File: src/rtl/fabric_rr_arbiter.sv
// Packet-locked round-robin arbiter that drives the one-hot grant of the 8-port switch fabric.
// Optional stall watchdog is compiled in with the FABRIC_ARB_WDOG_EN macro.
module fabric_rr_arbiter #(
    parameter int unsigned ADDR_W     = 4,
    parameter logic [7:0]  WDOG_LIMIT = 8'd255
) (
    input  logic              clk,
    input  logic              rst,
    input  logic [7:0]        req,
    input  logic [7:0]        eop,
    input  logic [ADDR_W-1:0] addr [7:0],
    input  logic [7:0]        out_ready,
    output logic [7:0]        grant,
    output logic              xfer,
    output logic              busy,
    output logic [2:0]        grant_idx
`ifdef FABRIC_ARB_WDOG_EN
    ,
    output logic              wdog_fire
`endif
);

    typedef enum logic {
        ST_IDLE,
        ST_LOCKED
    } state_t;

    state_t     r_state;
    state_t     w_state_nxt;
    logic [2:0] r_grant_idx;
    logic [2:0] w_grant_idx_nxt;
    logic [2:0] r_rr_ptr;
    logic [2:0] w_rr_ptr_nxt;
    logic [2:0] r_ldst;
    logic [2:0] w_ldst_nxt;
    logic [7:0] w_eligible;
    logic       w_found;
    logic [2:0] w_winner;
    logic [2:0] w_cand;
    logic       w_locked;
    logic       w_release;

    assign w_locked = (r_state == ST_LOCKED);

    always_comb begin
        for (int i = 0; i < 8; i++) begin
            w_eligible[i] = req[i] & out_ready[addr[i][2:0]];
        end
    end

    // First eligible input at or above the rotating pointer, wrapping 7 -> 0.
    // NOTE: every always_comb output gets a default before any branch, so no latch is inferred.
    always_comb begin
        w_found  = 1'b0;
        w_winner = 3'd0;
        w_cand   = 3'd0;
        for (int k = 0; k < 8; k++) begin
            w_cand = r_rr_ptr + 3'(k);
            if (!w_found && w_eligible[w_cand]) begin
                w_found  = 1'b1;
                w_winner = w_cand;
            end
        end
    end

    // The locked destination, not the live address, qualifies every beat of the packet.
    assign xfer = w_locked & req[r_grant_idx] & out_ready[r_ldst];

`ifdef FABRIC_ARB_WDOG_EN
    logic [7:0] r_wdog_cnt;
    logic       w_wdog_fire;

    assign w_wdog_fire = w_locked & ~xfer & (r_wdog_cnt == WDOG_LIMIT - 8'd1);
    assign wdog_fire   = w_wdog_fire;
    assign w_release   = (xfer & eop[r_grant_idx]) | w_wdog_fire;

    always_ff @(posedge clk or posedge rst) begin
        if (rst) begin
            r_wdog_cnt <= 8'd0;
        end else if (!w_locked || xfer) begin
            r_wdog_cnt <= 8'd0;
        end else begin
            r_wdog_cnt <= r_wdog_cnt + 8'd1;
        end
    end
`else
    logic w_unused_cfg;

    assign w_release    = xfer & eop[r_grant_idx];
    assign w_unused_cfg = ^WDOG_LIMIT;
`endif

    always_comb begin
        w_state_nxt     = r_state;
        w_grant_idx_nxt = r_grant_idx;
        w_rr_ptr_nxt    = r_rr_ptr;
        w_ldst_nxt      = r_ldst;
        case (r_state)
            ST_IDLE: begin
                if (w_found) begin
                    w_state_nxt     = ST_LOCKED;
                    w_grant_idx_nxt = w_winner;
                    w_ldst_nxt      = addr[w_winner][2:0];
                end
            end
            ST_LOCKED: begin
                if (w_release) begin
                    w_state_nxt     = ST_IDLE;
                    w_grant_idx_nxt = 3'd0;
                    w_rr_ptr_nxt    = r_grant_idx + 3'd1;
                end
            end
            default: w_state_nxt = ST_IDLE;
        endcase
    end

    // NOTE: state registers use non-blocking assignments so all flops update from the same pre-edge values.
    always_ff @(posedge clk or posedge rst) begin
        if (rst) begin
            r_state     <= ST_IDLE;
            r_grant_idx <= 3'd0;
            r_rr_ptr    <= 3'd0;
            r_ldst      <= 3'd0;
        end else begin
            r_state     <= w_state_nxt;
            r_grant_idx <= w_grant_idx_nxt;
            r_rr_ptr    <= w_rr_ptr_nxt;
            r_ldst      <= w_ldst_nxt;
        end
    end

    // Outputs decode straight from state, so an asynchronous reset drops the grant at once.
    assign busy      = w_locked;
    assign grant     = w_locked ? (8'b1 << r_grant_idx) : 8'b0;
    assign grant_idx = r_grant_idx;

    // Destination bits above [2:0] carry no routing meaning here.
    generate
        if (ADDR_W > 3) begin : g_unused_addr
            logic w_unused_addr;
            always_comb begin
                w_unused_addr = 1'b0;
                for (int i = 0; i < 8; i++) begin
                    w_unused_addr = w_unused_addr ^ (^addr[i][ADDR_W-1:3]);
                end
            end
        end
    endgenerate

endmodule

File: config.mk
export PLATFORM = sky130hd
export DESIGN_NAME = fabric_rr_arbiter
export DESIGN_NICKNAME = d
export VERILOG_FILES = /design/src/rtl/fabric_rr_arbiter.sv
export SDC_FILE = /design/constraint.sdc
export NUM_CORES = 1
export LEC_CHECK = 0
export BUFFER_PORTS_ARGS = -buffer_cell sky130_fd_sc_hd__buf_4
export CAP_MARGIN = 0
export CORE_ASPECT_RATIO = 1.5
export CORE_MARGIN = 2
export CORE_UTILIZATION = 35
export CTS_CLUSTER_DIAMETER = 80
export DETAILED_ROUTE_END_ITERATION = 6
export SLEW_MARGIN = 30
export SYNTH_ARGS = -nofsm -noshare
export SYNTH_HDL_FRONTEND = slang
export SYNTH_SLANG_ARGS = --single-unit
File: constraint.sdc
create_clock -name clk -period 11 [get_ports clk]
set_input_delay 2.2 -clock clk [delete_from_list [all_inputs] [get_ports clk]]
set_output_delay 2.2 -clock clk [all_outputs]
set_load 0.01 [all_outputs]
== Yosys cells after proc, flatten, opt, wreduce, memory -nomap -nowiden ==
Index checks and enable logic that the tools add are counted.

* Register bits: 10
* Latch bits: 0
* Bits in writable memories: 0
* ROM bits: 0
* Input port bits: 58
* Output and inout bits: 13
* Word-level logic and storage cells: 126
* Memories kept: 0

* $add $sub $neg: 8
* Multiply operators: 0
* Divide/modulo/power cells: 0
* Magnitude comparators: 19
* Equality and inequality tests: 2
* Shift-type cells: 1
* Muxes and demuxes: 63
* Bitwise operators: 12
* Reductions and logical operators: 17

{| class="wikitable"
|+ Operators by type and width
! cell !! number
|-
| < comparator 3 x 4 -> 1 bit (second input constant) || 19
|-
| binary-select mux 1 bit (select 3 bit) || 19
|-
| two-way mux 3 bit || 11
|-
| two-way mux 1 bit || 29
|-
| adder 3 bit (second input constant) || 4
|-
| binary-select mux 4 bit (select 3 bit) || 1
|-
| bitwise AND 1 bit || 11
|-
| two-way mux 8 bit || 1
|-
| << shifter 1 x 3 -> 8 bit (first input constant) || 1
|-
| logical AND 1 bit || 7
|-
| zero test 1 bit || 7
|-
| adder 3 x 1 -> 3 bit (second input constant) || 2
|-
| adder 3 x 2 -> 3 bit (second input constant) || 2
|-
| case mux 3 bit (2 select lines) || 1
|-
| AND reduction 2 bit || 3
|-
| != test 2 x 1 -> 1 bit (second input constant) || 1
|-
| != test 2 bit (second input constant) || 1
|-
| case mux 1 bit (2 select lines) || 1
|-
| inverter 1 bit || 1
|}

== Logic depth before layout (Yosys ltp) ==
Gate-level depths: netlist of the first run.

* Depth in word-level cells: 29
* Gate-level depth with buffers: 16

== Least setup slack after synthesis of the first run ==
Ideal clock, no wire load.

* Path kind: input to register
* Start point: input port addr[16] in the netlist's numbering
* End point: register r_ldst[1]
* Setup time: 0.136 ns
* Arrival: 5.206 ns
* Data required time: 10.864 ns
* Path slack: 5.658 ns
* Stages on the path: 14
* Cell sequence: buf_4 mux2i_1 a221oi_2 nand3_1 mux2_2 mux4_2 nand2b_1 a41o_1 nor2_1 a211o_1 buf_4 mux4_2 mux2i_1 a21oi_1

* Longest elaborated chain between the ends: 29
* Elaborated cells on any way between the ends: 52

{| class="wikitable"
|+ Ends and longest elaborated chain
! what !! RTL line !! text
|-
| start: declaration || 11 || <nowiki>input logic [ADDR_W-1:0] addr [7:0],</nowiki>
|-
| binary-select mux 1 bit (select 3 bit) * || 47 || <nowiki>w_eligible[i] = req[i] & out_ready[addr[i][2:0]];</nowiki>
|-
| two-way mux 1 bit (implied by the code) * || 47 ||
|-
| bitwise AND 1 bit * || 47 ||
|-
| binary-select mux 1 bit (select 3 bit) || 59 || <nowiki>if (!w_found && w_eligible[w_cand]) begin</nowiki>
|-
| two-way mux 1 bit (implied by the code) || 59 ||
|-
| two-way mux 1 bit || 59 ||
|-
| zero test 1 bit || 59 ||
|-
| logical AND 1 bit || 59 ||
|-
| [... 13 more ...] || n/a ||
|-
| zero test 1 bit || 59 ||
|-
| logical AND 1 bit || 59 ||
|-
| two-way mux 1 bit || 59 ||
|-
| zero test 1 bit || 59 ||
|-
| logical AND 1 bit || 59 ||
|-
| two-way mux 3 bit || 59 ||
|-
| binary-select mux 4 bit (select 3 bit) || 103 || <nowiki>w_ldst_nxt = addr[w_winner][2:0];</nowiki>
|-
| two-way mux 3 bit (implied by the code) || 103 ||
|-
| end signal: assignment || 128 || <nowiki>r_ldst <= w_ldst_nxt;</nowiki>
|-
| end: declaration || 34 || <nowiki>logic [2:0] r_ldst;</nowiki>
|}

Mark *: on every way between the ends. The rest lies on a longest branch, timed or not. The select of a mux whose other input is x is not followed.
A chain may end at the register's enable or synchronous reset.

== Worst setup path after layout of the first run ==
* Start point: input port addr[12] in the netlist's numbering
* End point: register r_ldst[0]

* Longest elaborated chain between the ends: 29
* Elaborated cells on any way between the ends: 52

{| class="wikitable"
|+ Ends and longest elaborated chain
! what !! RTL line
|-
| binary-select mux 1 bit (select 3 bit) || 47
|-
| two-way mux 1 bit (implied by the code) || 47
|-
| bitwise AND 1 bit || 47
|-
| binary-select mux 1 bit (select 3 bit) || 59
|-
| two-way mux 1 bit (implied by the code) || 59
|-
| two-way mux 1 bit || 59
|-
| zero test 1 bit || 59
|-
| logical AND 1 bit || 59
|-
| [... 13 more ...] || n/a
|-
| zero test 1 bit || 59
|-
| logical AND 1 bit || 59
|-
| two-way mux 1 bit || 59
|-
| zero test 1 bit || 59
|-
| logical AND 1 bit || 59
|-
| two-way mux 3 bit || 59
|-
| binary-select mux 4 bit (select 3 bit) || 103
|-
| two-way mux 3 bit (implied by the code) || 103
|}

Several ways; a longest one is shown, not always the timed one. The select of a mux whose other input is x is not followed.

==> results.py, run 1 <==
metrics = {
    "critical_path": {
        "critPathCaptureType": "register",
        "worstPathRequired_ns": 11.08,
        "timing.rr.start": "r_rr_ptr[1]",
        "cp.arrival_ns": 5.84,
        "cp_max_fo": 8,
        "r2r_cells": 11,
        "ff2ff_setup_slack_ns": 6.20,
        "r2r_end": "r_ldst[0]",
        "cp-start-kind": "input port",
        "critical_path_class": "in -> reg",
    },
    "synth": {
        "async_reset_ff_frac": 1.000,
        "ys_warn_count": 0,
        "syn_area_per_cell_sq_um": 8.497,
        "synth-edff-count": 0,
        "synth-seq-cells": 10,
        "ys_types": 59,
        "synth_ff_type": "dfrtp_1",
        "seq_area_frac_synth": 0.09916,
        "synth_fp_nets": 363,
        "postSynthCellCount": 297,
        "syn_area_sq_mm": 0.002524,
    },
    "placement": {
        "gp_congestion": 0.9513,
        "io_buffers": 62,
        "dp_slack_ns": 4.958,
        "dp_hpwl_mm": 6.277,
    },
    "sta": {
        "fin_tns_setup_ns": 0,
        "holdWs_ns": 0.5805,
        "setup_slack_ns": 5.233,
        "finalHoldViolCount": 0,
        "period_needed_ns": 5.767,
        "fin_skew_ns": 0.002171,
        "tightest_slew_ns": 0.8307,
        "maxSlewHeadroom": 0.4428,
        "max_freq_ghz": 0.1734,
        "finalCritPeriodShare": 0.5243,
        "rsz0062_at_grt": "no",
        "setup_viol": 0,
        "slew_violations": 0,
    },
    "flow_run": {
        "cap_violations": 0,
    },
    "routing": {
        "drt_iter0_drc": 196,
        "via_count": 2644,
        "drt-total-wl_mm": 8.062,
        "dr.pass1.iters": 5,
        "detail_route.vias_per_cell": 6.295,
        "routedWlPerCell_um": 19.20,
        "ant_nets": 0,
        "drc": 0,
    },
    "power_and_ir_drop": {
        "p_seq_frac": 0.110,
        "max-vdd-ir-drop_mv": 0.2086,
        "p_sw_frac": 0.5125,
        "p_clk_frac": 0.043,
        "p_leak_nw": 1.302,
        "internal-power_mw": 0.4114,
        "comb_power_share": 0.847,
        "power_density_mw_per_mm2": 277.4,
        "p_sw_mw": 0.4325,
    },
    "layout": {
        "fillerInstances": 688,
        "syn_to_final_growth_pct": 20.53,
        "drive_gt1_frac": 0.3158,
        "final_common_cell": "buf_4",
        "antenna_cells": 0,
        "nets": 410,
        "final_cell_mix": "buf_4, nand2_1, mux2i_1",
    },
    "clock_tree": {
        "htree_levels": 1,
        "tritoncts": "done",
        "cts_buffer_depth": 2,
        "path_clk_slew_ns": 0.04,
        "ctsRootBufferMaster": "clkbuf_8",
        "clkSinkCount": 10,
        "worstSkewPairLatency_ns": 0.23,
        "hold_buffers": 0,
        "cts_resized": 0,
        "cts_setup_buffers": 0,
        "cts_buffers": 3,
    },
    "floorplan": {
        "core_area_sq_mm": 0.006944,
        "die-area_sq_mm": 0.007920,
        "num_rows": 37,
        "die_h_um": 108,
        "floorplan.io_pins": 71,
        "dieWidth_um": 73.33,
        "initial_core_util": 0.3634,
    },
    "hold_path": {
        "hold_depth": 2,
        "hold_end": "r_ldst[1]",
        "hold_class": "reg -> reg",
        "hold_start": "r_ldst[1]",
    },
    "global_routing": {
        "antenna_found_initial": 0,
        "grt_max_degree": 27,
        "first_global_vias": 2577,
        "grt_pass1_wl_mm": 12.77,
        "grt_overflow": 0,
        "grt_use_total": 0.2038,
    },
    "run_status": {
        "outcome": "finished, final reports clean",
    },
}
==> per-layer routing <==
layer,share of wire,vias to the layer above,GRT usage
met4,0.013,0,0.04805
met5,0,-,0
met1,0.39,1291,0.2383
met2,0.54,92,0.3912
li1,-,1250,-
met3,0.051,11,0.01584
==> critical path, cell delays in order <==
cell	delay, ns
buf_4	0.13
mux4_1	0.32
inv_1	0.05
a211oi_2	0.46
mux2i_1	0.20
mux4_2	0.58
nand2b_1	0.21
a41o_1	0.26
nor2_1	0.21
a211o_1	0.41
mux4_2	0.57
mux2i_1	0.15
a21oi_1	0.09
==> Yosys cell counts (all sizes together) (5+ instances only) <==
cell type | number | area (sq um)
mux4 | 17 | 386.6
o21ai | 12 | 60.06
o211ai | 5 | 37.54
nand2b | 5 | 31.28
and3 | 7 | 43.79
nand3 | 11 | 55.05
nor3 | 6 | 30.03
a211oi | 6 | 55.05
nand3b | 8 | 60.06
inv | 10 | 37.54
dfrtp | 10 | 250.2
ha | 8 | 100.1
clkbuf | 11 | 41.29
nand2 | 34 | 127.6
mux2i | 30 | 304.0
nor2 | 20 | 75.07
mux2 | 24 | 270.3
buf | 10 | 52.55
==> power groups by stage <==
| stage | clock network [mW] | registers, mW | logic [mW] |
|---|---|---|---|
| final | 0.0365 | 0.0928 | 0.715 |
| after global routing | 0.0402 | 0.0990 | 0.780 |
| after CTS | 0.0369 | 0.0933 | 0.713 |
| after detailed placement | 0 | 0.0937 | 0.708 |
| after global placement | 0 | 0.0930 | 0.701 |
| after floorplan | 0 | 0.0715 | 0.573 |
==> registers in the layout, summed over array words and instances (netlist names) <==
register	cells
grant_idx	3
r_ldst	3
r_rr_ptr	3
busy	1
==> final cells by class <==
| class | instances | area [sq um] | area share |
|---|---|---|---|
| tap | 78 | 97.59 | 0.03209 |
| inverter | 11 | 41.29 | 0.01357 |
| sequential | 10 | 250.2 | 0.08227 |
| timing repair buffer | 63 | 473.0 | 0.1555 |
| clock buffer | 3 | 41.29 | 0.01357 |
| multi-input combinational | 255 | 2138 | 0.7030 |
==> cell families after synthesis <==
| kind of cell | share of synthesized area |
|---|---|
| simple gates | 0.2112 |
| xor+xnor | 0.006942 |
| compound gates | 0.2087 |
| fa+ha+maj | 0.03966 |
| buf+inv | 0.05355 |
| flops | 0.09916 |
| mux | 0.3808 |
==> metrics by stage <==
| step | cells | cell area, sq um | total power [mW] | utilization |
|---|---|---|---|---|
| final | 420 | 3042 | 0.8439 | 0.4380 |
| after global routing | 420 | 3042 | 0.9192 | 0.4380 |
| after CTS | 420 | 3042 | 0.8431 | 0.4380 |
| after detailed placement | 417 | 3000 | 0.8015 | 0.4321 |
| after global placement | 417 | 3000 | 0.7944 | 0.4321 |
| after floorplan | 297 | 2524 | 0.6442 | - |
==> how the worst max path moves through the flow <==
stage,start,endpoint
global route,out_ready[7],r_ldst[1]
global placement,out_ready[7],r_ldst[1]
finish,addr[12],r_ldst[0]
CTS,out_ready[7],r_ldst[1]
floorplan,addr[16],r_ldst[1]
detailed placement,out_ready[7],r_ldst[1]
No activity file was read; power rests on OpenSTA's default activity.
==> inputs of run 2 (changes only) <==
==> constraint.sdc (replaced) <==
create_clock -name clk -period 5.91 [get_ports clk]
set_input_delay 1.182 -clock clk [delete_from_list [all_inputs] [get_ports clk]]
set_output_delay 1.182 -clock clk [all_outputs]
set_load 0.01 [all_outputs]
==> run 2 against run 1 <==
  * Worst setup slack worse by 4.1 ns
  * Sequential share of layout area about the same
  * Die area stayed put
  * Cell count up 0.48%
  * First-iteration DRC count decreased by 15%
  * Highest routed layer unchanged
  * Utilization increased by 0.22 points
  * Largest cell class unchanged
  * Global-route usage is 0.43 points higher
  * Via count grew 1.5%
  * Flip-flop and latch count is the same
  * Critical endpoint is now r_ldst[1]
==> results.py, run 2 (synthesized netlist as in run 1, its figures left out) <==
metrics = {
    "clock_tree": {
        "cts_setup_buffers": 0,
        "hold_buffers": 0,
        "cts_buffers": 3,
        "htree_levels": 1,
        "cts_resized": 0,
        "cts_buffer_depth": 2,
        "tritoncts": "done",
        "path_clk_slew_ns": 0.04,
        "clkSinkCount": 10,
        "ctsRootBufferMaster": "clkbuf_8",
        "worstSkewPairLatency_ns": 0.22,
    },
    "routing": {
        "m1WireLength_mm": 3.175,
        "detail_route.vias_per_cell": 6.358,
        "drt-total-wl_mm": 8.118,
        "routedWlPerCell_um": 19.24,
        "dr_wl_met2_mm": 4.387,
        "drc": 0,
        "drt_iter0_drc": 167,
        "ant_nets": 0,
        "route.met3.wl_um": 390,
        "dr.pass1.iters": 4,
        "topRoutingLayerUsed": "met4",
        "via_count": 2683,
    },
    "global_routing": {
        "grt_overflow": 0,
        "grt_max_degree": 26,
        "first_global_vias": 2704,
        "grt_pass1_wl_mm": 13.11,
        "grt_use_total": 0.2081,
        "antenna_found_initial": 0,
    },
    "power_and_ir_drop": {
        "internal-power_mw": 0.7736,
        "max-vdd-ir-drop_mv": 0.2690,
        "comb_power_share": 0.858,
        "p_clk_frac": 0.042,
        "p_leak_nw": 1.312,
        "p_sw_frac": 0.5120,
        "p_sw_mw": 0.8117,
        "power_density_mw_per_mm2": 518.7,
        "p_seq_frac": 0.100,
        "power_mw": 1.585,
    },
    "sta": {
        "max_freq_ghz": 0.2095,
        "rsz0062_at_grt": "no",
        "finalCritPeriodShare": 0.8075,
        "slew_violations": 0,
        "setup_viol": 0,
        "fin_tns_setup_ns": 0,
        "fin_skew_ns": 0.001038,
        "finalHoldViolCount": 0,
        "holdWs_ns": 0.5736,
        "maxSlewHeadroom": 0.4204,
        "period_needed_ns": 4.772,
        "tightest_slew_ns": 0.8642,
    },
    "layout": {
        "final_common_cell": "buf_4",
        "antenna_cells": 0,
        "final_cell_mix": "buf_4, nand2_1, mux2i_1",
        "drive_gt1_frac": 0.3198,
        "fillerInstances": 705,
        "nets": 412,
        "syn_to_final_growth_pct": 21.12,
        "final_cells": 422,
    },
    "critical_path": {
        "cp.arrival_ns": 4.85,
        "critPathCaptureType": "register",
        "worstPathCellList": "buf_4 -> mux4_2 -> nand2b_1 -> o211ai_1 -> mux2i_1 -> a2111oi_0 -> o21ba_2 -> mux2i_1 -> o21ai_0 -> a32o_1 -> mux4_2 -> mux2i_1 -> a21oi_1",
        "max_stage_delay_ns": 0.68,
        "path_delay_family": "compound AO/OA/AOI/OAI gates",
        "worstPathRequired_ns": 5.98,
        "critical_path_class": "in -> reg",
        "path_buf_inv": 1,
        "cp-start-kind": "input port",
        "crit_top_cell": "mux2i_1",
        "cp_max_fo": 9,
        "cp_slowest_cell": "a2111oi_0",
    },
    "run_status": {
        "outcome": "finished, final reports clean",
    },
    "floorplan": {
        "die-area_sq_mm": 0.007920,
        "initial_core_util": 0.3634,
        "dieWidth_um": 73.33,
        "die_h_um": 108,
        "num_rows": 37,
        "core_area_sq_mm": 0.006944,
        "floorplan.io_pins": 71,
    },
    "flow_run": {
        "cap_violations": 0,
    },
    "hold_path": {
        "hold_class": "reg -> reg",
    },
    "placement": {
        "dp_hpwl_mm": 6.412,
        "place_inst": 419,
        "gp_congestion": 0.9079,
        "io_buffers": 62,
    },
}
## run 2: layout make-up
cell class / instances / area (sq um) / area share
multi-input cells: 255 / 2138 / 0.6995
clock buffers: 3 / 41.29 / 0.01351
well taps: 78 / 97.59 / 0.03193
repair buffers: 65 / 488.0 / 0.1596
flip-flops and latches: 10 / 250.2 / 0.08187
inverters: 11 / 41.29 / 0.01351
## run 2: routing by layer
metal  vias to the layer above  GRT usage
met5                         -          0
met3                        12    0.01864
met1                      1319     0.2410
met4                         0    0.05844
li1                       1255          -
met2                        97     0.3958
## run 2: path summary, 6_finish.rpt
kind                              startpoint     endpoint  slack (ns)  depth (start not counted)
worst max-delay path            out_ready[7]    r_ldst[1]        1.14                         13
worst min-delay path               r_ldst[1]    r_ldst[1]        0.57                          2
worst max register to register   r_rr_ptr[1]    r_ldst[0]        1.38                         12
worst min register to register     r_ldst[1]    r_ldst[1]        0.57                          2
max in group asynchronous                rst    r_ldst[0]        4.72                          2
min in group asynchronous                rst  r_rr_ptr[1]        0.93                          2
## run 2: worst reg2reg max path: cells and delay by family, from the launching register on
family | cells | cell delay, ns
muxes | 4 | 1.71
AOI/OAI and AO/OA | 4 | 0.90
adders and majority gates | 1 | 0.72
buffers and inverters | 2 | 0.52
DFF | 1 | 0.32
and+or+nand+nor | 1 | 0.21
## run 2: power by group through the flow
stage / registers (mW) / clock network (mW) / logic [mW]
2_1_floorplan: 0.133 / 0 / 1.07
4_1_cts: 0.160 / 0.0673 / 1.36
6_report: 0.159 / 0.0661 / 1.36
5_1_grt: 0.168 / 0.0708 / 1.48
3_5_place_dp: 0.160 / 0 / 1.35
3_3_place_gp: 0.159 / 0 / 1.34
## run 2: stage by stage
| step | instance area [sq um] | worst slack [ns] | util |
|---|---|---|---|
| 2_1_floorplan | 2524 | 1.580 | - |
| 3_3_place_gp | 3015 | 0.9331 | 0.4342 |
| 3_5_place_dp | 3015 | 0.9148 | 0.4342 |
| 4_1_cts | 3057 | 1.155 | 0.4402 |
| 5_1_grt | 3057 | 0.9405 | 0.4402 |
| 6_report | 3057 | 1.138 | 0.4402 |
